`src/rtl/fft_pkg.sv`:
```
// rtl/fft_pkg.sv - shared constants and state encoding for the FFT frame sequencer
package fft_pkg;

  localparam int NUMSTAGES_DEF  = 5;
  localparam int NUMSAMPLES_DEF = 2 ** NUMSTAGES_DEF;
  localparam int PIPE_LAT_DEF   = 2;

  localparam int CNT_W   = NUMSTAGES_DEF - 2;
  localparam int ADDR_W  = NUMSTAGES_DEF;
  localparam int STAGE_W = 3;
  localparam int CNT_MAX = 2 ** CNT_W - 1;

  typedef enum logic [2:0] {
    S_IDLE,
    S_LOAD,
    S_COMPUTE,
    S_DRAIN,
    S_UNLOAD,
    S_FINISH
  } state_e;

endpackage

```
`src/rtl/fft_sequencer_stage_counter.sv`:
```
// rtl/fft_sequencer_stage_counter.sv - butterfly counter, stage index and twiddle address
module stage_counter
  import fft_pkg::*;
#(
  parameter int NUMSTAGES = NUMSTAGES_DEF,
  parameter int CW        = NUMSTAGES - 2
) (
  input  logic               clk,
  input  logic               rst,
  input  logic               enable,
  input  logic               clear,
  input  logic               advance_stage,
  output logic [CW-1:0]      counter_r,
  output logic [STAGE_W-1:0] stage_num_r,
  output logic [CW-1:0]      tw_addr,
  output logic               wrap,
  output logic               last_stage
);

  logic [CW-1:0]      counter_q, counter_d;
  logic [CW-1:0]      tw_q, tw_d;
  logic [STAGE_W-1:0] stage_q, stage_d;

  assign wrap       = (counter_q == CW'(2 ** CW - 1));
  assign last_stage = (stage_q == STAGE_W'(NUMSTAGES - 1));

  // Next counter/stage; the twiddle address is derived from the next values so it stays aligned
  always_comb begin
    counter_d = counter_q;
    stage_d   = stage_q;
    if (clear) begin
      counter_d = '0;
      stage_d   = '0;
    end else begin
      if (enable) begin
        counter_d = counter_q + CW'(1);
      end
      if (advance_stage && !last_stage) begin
        stage_d = stage_q + STAGE_W'(1);
      end
    end
    tw_d = counter_d << stage_d;
  end

  // Counter, stage and twiddle registers
  always_ff @(posedge clk) begin
    if (rst) begin
      counter_q <= '0;
      stage_q   <= '0;
      tw_q      <= '0;
    end else begin
      counter_q <= counter_d;
      stage_q   <= stage_d;
      tw_q      <= tw_d;
    end
  end

  assign counter_r   = counter_q;
  assign stage_num_r = stage_q;
  assign tw_addr     = tw_q;

endmodule

```
`src/rtl/fft_sequencer.sv`:
```
// rtl/fft_sequencer.sv - frame sequencer: load, staged compute with drain, unload, done
module fft_sequencer
  import fft_pkg::*;
#(
  parameter int NUMSTAGES  = NUMSTAGES_DEF,
  parameter int NUMSAMPLES = NUMSAMPLES_DEF,
  parameter int PIPE_LAT   = PIPE_LAT_DEF
) (
  input  logic                 clk,
  input  logic                 rst,
  input  logic                 start,
  input  logic                 in_valid,
  output logic                 in_ready,
  output logic [NUMSTAGES-1:0] load_addr,
  output logic [NUMSTAGES-3:0] counter_r,
  output logic [2:0]           stage_num_r,
  output logic                 compute_en,
  output logic [NUMSTAGES-3:0] tw_addr,
  output logic                 out_valid,
  input  logic                 out_ready,
  output logic [NUMSTAGES-1:0] out_addr,
  output logic                 busy,
  output logic                 done
);

  localparam int AW         = NUMSTAGES;
  localparam int DW         = (PIPE_LAT > 1) ? $clog2(PIPE_LAT) : 1;
  localparam int DRAIN_LAST = (PIPE_LAT > 0) ? PIPE_LAT - 1 : 0;

  state_e        state_q, state_d;
  logic [AW-1:0] load_addr_q, load_addr_d;
  logic [AW-1:0] out_addr_q, out_addr_d;
  logic [DW-1:0] drain_q, drain_d;
  logic          in_ready_q, in_ready_d;
  logic          compute_en_q, compute_en_d;
  logic          out_valid_q, out_valid_d;
  logic          busy_q, busy_d;
  logic          done_q, done_d;

  logic cnt_en, cnt_clear, cnt_adv, cnt_wrap, cnt_last;
  logic in_beat, out_beat, stage_end;

  assign in_beat   = in_valid & in_ready_q;
  assign out_beat  = out_valid_q & out_ready;
  assign cnt_en    = (state_q == S_COMPUTE);
  assign cnt_clear = (state_q == S_IDLE);

  stage_counter #(
    .NUMSTAGES (NUMSTAGES),
    .CW        (NUMSTAGES - 2)
  ) u_stage_counter (
    .clk           (clk),
    .rst           (rst),
    .enable        (cnt_en),
    .clear         (cnt_clear),
    .advance_stage (cnt_adv),
    .counter_r     (counter_r),
    .stage_num_r   (stage_num_r),
    .tw_addr       (tw_addr),
    .wrap          (cnt_wrap),
    .last_stage    (cnt_last)
  );

  // Next state, address counters, and registered outputs decoded from the next state
  always_comb begin
    state_d     = state_q;
    load_addr_d = load_addr_q;
    out_addr_d  = out_addr_q;
    drain_d     = drain_q;
    cnt_adv     = 1'b0;
    stage_end   = 1'b0;
    case (state_q)
      S_IDLE: begin
        load_addr_d = '0;
        if (start) begin
          state_d = S_LOAD;
        end
      end
      S_LOAD: begin
        if (in_beat) begin
          load_addr_d = load_addr_q + AW'(1);
          if (load_addr_q == AW'(NUMSAMPLES - 1)) begin
            state_d = S_COMPUTE;
          end
        end
      end
      S_COMPUTE: begin
        if (cnt_wrap) begin
          if (PIPE_LAT == 0) begin
            stage_end = 1'b1;
          end else begin
            state_d = S_DRAIN;
            drain_d = '0;
          end
        end
      end
      S_DRAIN: begin
        drain_d = drain_q + DW'(1);
        if (drain_q == DW'(DRAIN_LAST)) begin
          stage_end = 1'b1;
        end
      end
      S_UNLOAD: begin
        if (out_beat) begin
          out_addr_d = out_addr_q + AW'(1);
          if (out_addr_q == AW'(NUMSAMPLES - 1)) begin
            state_d = S_FINISH;
          end
        end
      end
      S_FINISH: begin
        state_d = S_IDLE;
      end
      default: begin
        state_d = S_IDLE;
      end
    endcase

    if (stage_end) begin
      if (cnt_last) begin
        state_d    = S_UNLOAD;
        out_addr_d = '0;
      end else begin
        state_d = S_COMPUTE;
        cnt_adv = 1'b1;
      end
    end

    in_ready_d   = (state_d == S_LOAD);
    compute_en_d = (state_d == S_COMPUTE);
    out_valid_d  = (state_d == S_UNLOAD);
    busy_d       = !((state_d == S_IDLE) || (state_d == S_FINISH));
    done_d       = (state_d == S_FINISH);
  end

  // State and output registers; reset wins over any frame in flight
  always_ff @(posedge clk) begin
    if (rst) begin
      state_q      <= S_IDLE;
      load_addr_q  <= '0;
      out_addr_q   <= '0;
      drain_q      <= '0;
      in_ready_q   <= 1'b0;
      compute_en_q <= 1'b0;
      out_valid_q  <= 1'b0;
      busy_q       <= 1'b0;
      done_q       <= 1'b0;
    end else begin
      state_q      <= state_d;
      load_addr_q  <= load_addr_d;
      out_addr_q   <= out_addr_d;
      drain_q      <= drain_d;
      in_ready_q   <= in_ready_d;
      compute_en_q <= compute_en_d;
      out_valid_q  <= out_valid_d;
      busy_q       <= busy_d;
      done_q       <= done_d;
    end
  end

  assign in_ready   = in_ready_q;
  assign load_addr  = load_addr_q;
  assign out_addr   = out_addr_q;
  assign compute_en = compute_en_q;
  assign out_valid  = out_valid_q;
  assign busy       = busy_q;
  assign done       = done_q;

endmodule

```
`config.mk`:
```
export PLATFORM = sky130hd
export DESIGN_NAME = fft_sequencer
export DESIGN_NICKNAME = d
export VERILOG_FILES = /design/src/rtl/fft_pkg.sv /design/src/rtl/fft_sequencer_stage_counter.sv /design/src/rtl/fft_sequencer.sv
export SDC_FILE = /design/constraint.sdc
export NUM_CORES = 1
export LEC_CHECK = 0
export BUFFER_PORTS_ARGS = -buffer_cell sky130_fd_sc_hd__buf_4
export CORE_AREA = 2 2 47 70
export CTS_CLUSTER_DIAMETER = 80
export CTS_CLUSTER_SIZE = 28
export DETAILED_ROUTE_END_ITERATION = 16
export DIE_AREA = 0 0 49 72
export PLACE_DENSITY = 0.71
export SKIP_CTS_REPAIR_TIMING = 1
export SLEW_MARGIN = 10
export SYNTH_ARGS = -nofsm -noshare
export SYNTH_HDL_FRONTEND = slang
export SYNTH_HIERARCHICAL = 1
export SYNTH_SLANG_ARGS = --single-unit
export TNS_END_PERCENT = 1
```
`constraint.sdc`:
```
create_clock -name clk -period 4.3 [get_ports clk]
set_input_delay 0.215 -clock clk [delete_from_list [all_inputs] [get_ports clk]]
set_output_delay 0.215 -clock clk [all_outputs]
set_load 0.01 [all_outputs]
```
==> flow_metrics.tcl <==
set metrics [dict create \
    dr.pass1.iters 4 \
    routed-via-count 1114 \
    wl_per_cell_um 13.0 \
    synth_cell_types 45 \
    fin_util 0.570 \
    layout_min_cycle_time_ns 2.34 \
    dieArea_um2 3530 \
    cp-end-kind "register" \
    critPathSlowestCell "dfxtp_1" \
    htreeDepth 1 \
    syn_to_final_growth_pct 18.9 \
    antennaDiodeCount 0 \
    p_leak_nw 0.695 \
    timing.hold.ws_ns 0.251 \
    met3_usage 0.0267 \
    crit_arrival_ns 2.51 \
    p_per_area_nw_per_um2 277 \
    power_mw 0.460 \
    holdPathStages 2 \
    slew_headroom 0.328 \
    netlist_instances 144 \
    initial_core_util 0.480 \
    drtIter0Drc 16 \
    crit_family "multiplexers" \
    min-delay-path-class "in2reg" \
    cp_cell_sequence "inv_1, ha_1, and2_1, nor3_1, a21boi_2, mux2i_2, mux2i_1, o22ai_1" \
    finalWeightedCongestion 0.827 \
    antenna_found_initial 0 \
    ys_seq_area_frac 0.401 \
    use_met1 0.188 \
    reg2regPathDepth 8 \
    clock_latency_ns 0.28 \
    worst-path-buf-inv 1 \
    synth.avg_cell_area_um2 9.71 \
    worst_slew_pin_slew_ns 1.00 \
    num-nets-final 184 \
    io_buffers 28 \
    grt_overflow 0 \
    grt_pass1_wl_um 4720 \
    tns_ns 0 \
    synthArstFlopShare 0 \
    dp_slack_ns 2.02 \
    routed_wl_um 2730 \
    design.core.area_um2 2910 \
    grt.busiest_layer "met2" \
    die_h_um 72 \
    clk_path_buf_depth 2 \
    layout_setup_ws_ns 1.96 \
    crit_fanout 4 \
    die_w_um 49 \
    finalClockSkew_ns 0.00475 \
    ys_ff_latch 28 \
    grt_max_degree 20 \
    drc 0 \
    synth_edf_count 0 \
    cpPeakStageDelay_ns 0.40 \
    crit_type "reg2reg" \
    outcome "completed" \
    clk_pin_slew_ns 0.09 \
    critPathRequiredTime_ns 4.47 \
    netlist_area_um2 1400 \
    worstSetupStartpointType "register" \
    finalMaxSlewViolations 0 \
    synthesis.nets 157 \
    grt.total_usage 0.170 \
    grt_pass1_vias 1092 \
    vias_per_cell 5.33 \
    ant_nets 0 \
    cp_num_cells 8 \
    setup_violations 0 \
    synthFlopType "dfxtp_1" \
    fmax_ghz 0.427 \
    ioPinCount 29 \
    period_share 0.545 \
    maxCapViolCount 0 \
    rsz0062_at_grt "false" \
    yosysWarnings 6 \
    cts.sinks 28 \
    dp_hpwl_um 2080 \
    rows 24 \
    cts_buffers 3 \
    gr-usage-met2 0.303 \
    hold_viol_final 0 \
    cts_tree "done" \
    clockRootBuffer "clkbuf_8" \
    drive_above_1_share 0.253 \
    ir_worst_vdd_uv 244 \
]
-- cell usage in the layout (no fill, tap or decap), types with 4 or more instances in the layout --
master,count
a21oi_1,4
buf_4,28
clkbuf_8,4
dfxtp_1,28
ha_1,8
mux2i_1,5
nand2_1,7
nand2b_1,5
nand3_1,8
nor2_1,14
nor3_1,10
xnor2_1,4
xor2_1,5
-- flip-flops by register name (all words and copies together) (netlist names) --
register	flops
out_addr	5
busy	1
state_q	3
u_stage_counter/stage_num_r	3
done	1
out_valid	1
compute_en	1
u_stage_counter/counter_r	3
drain_q	1
u_stage_counter/tw_addr	3
in_ready	1
load_addr	5
-- power breakdown --
part           switching [mW]  internal (mW)
clock network          0.0797         0.0820
logic                  0.0184         0.0141
registers             0.00390          0.262
total                   0.102          0.358
-- final cells by class --
type                            count  area (um2)
Fill cell                         273        1250
Inverter                            3        11.3
Multi-Input combinational cell    107         776
Sequential cell                    28         561
Tap cell                           39        48.8
Timing Repair Buffer               28         210
Clock buffer                        4        55.1
-- final timing paths --
path,startpoint,endpoint,slack (ns)
worst min register to register,load_addr[4],load_addr[4],0.50
worst max-delay path,u_stage_counter/stage_num_r[0],u_stage_counter/tw_addr[2],1.96
worst min-delay path,rst,load_addr[4],0.25
worst max register to register,u_stage_counter/stage_num_r[0],u_stage_counter/tw_addr[2],1.96
-- cell families after synthesis --
kind of cell             share of synthesized area
AO/OA/AOI/OAI                                0.126
XOR/XNOR                                    0.0564
adder cells (fa/ha/maj)                     0.0716
buffers and inverters                       0.0439
flip-flops                                   0.401
multiplexers                                0.0457
AND/OR/NAND/NOR                              0.255
-- per-stage QoR --
stage / cells / area [um2]
finish: 209 / 1660
global route: 209 / 1660
CTS: 209 / 1660
detailed placement: 205 / 1610
global placement: 205 / 1610
floorplan: 144 / 1400
-- cell usage after synthesis, types with 3 or more instances --
library cell	number	area, um2
nand2b_1	5	31.3
a21oi_1	4	20.0
mux2i_1	5	50.1
xor2_1	5	43.8
nand3_1	8	40.0
dfxtp_1	28	561
xnor2_1	4	35.0
buf_6	3	33.8
nor3_1	10	50.1
o21ai_0	3	15.0
and3_1	3	18.8
nand2_1	7	26.3
nor2b_1	3	18.8
ha_1	8	100
inv_1	3	11.3
nand4_1	3	18.8
nor2_1	14	52.6
-- layer usage --
metal / part of all wire / up-vias
met5: 0 / -
met1: 0.43 / 533
met3: 0.034 / 4
met2: 0.52 / 17
met4: 0.019 / 0
li1: - / 560
Power figures use the tool's default switching activity.
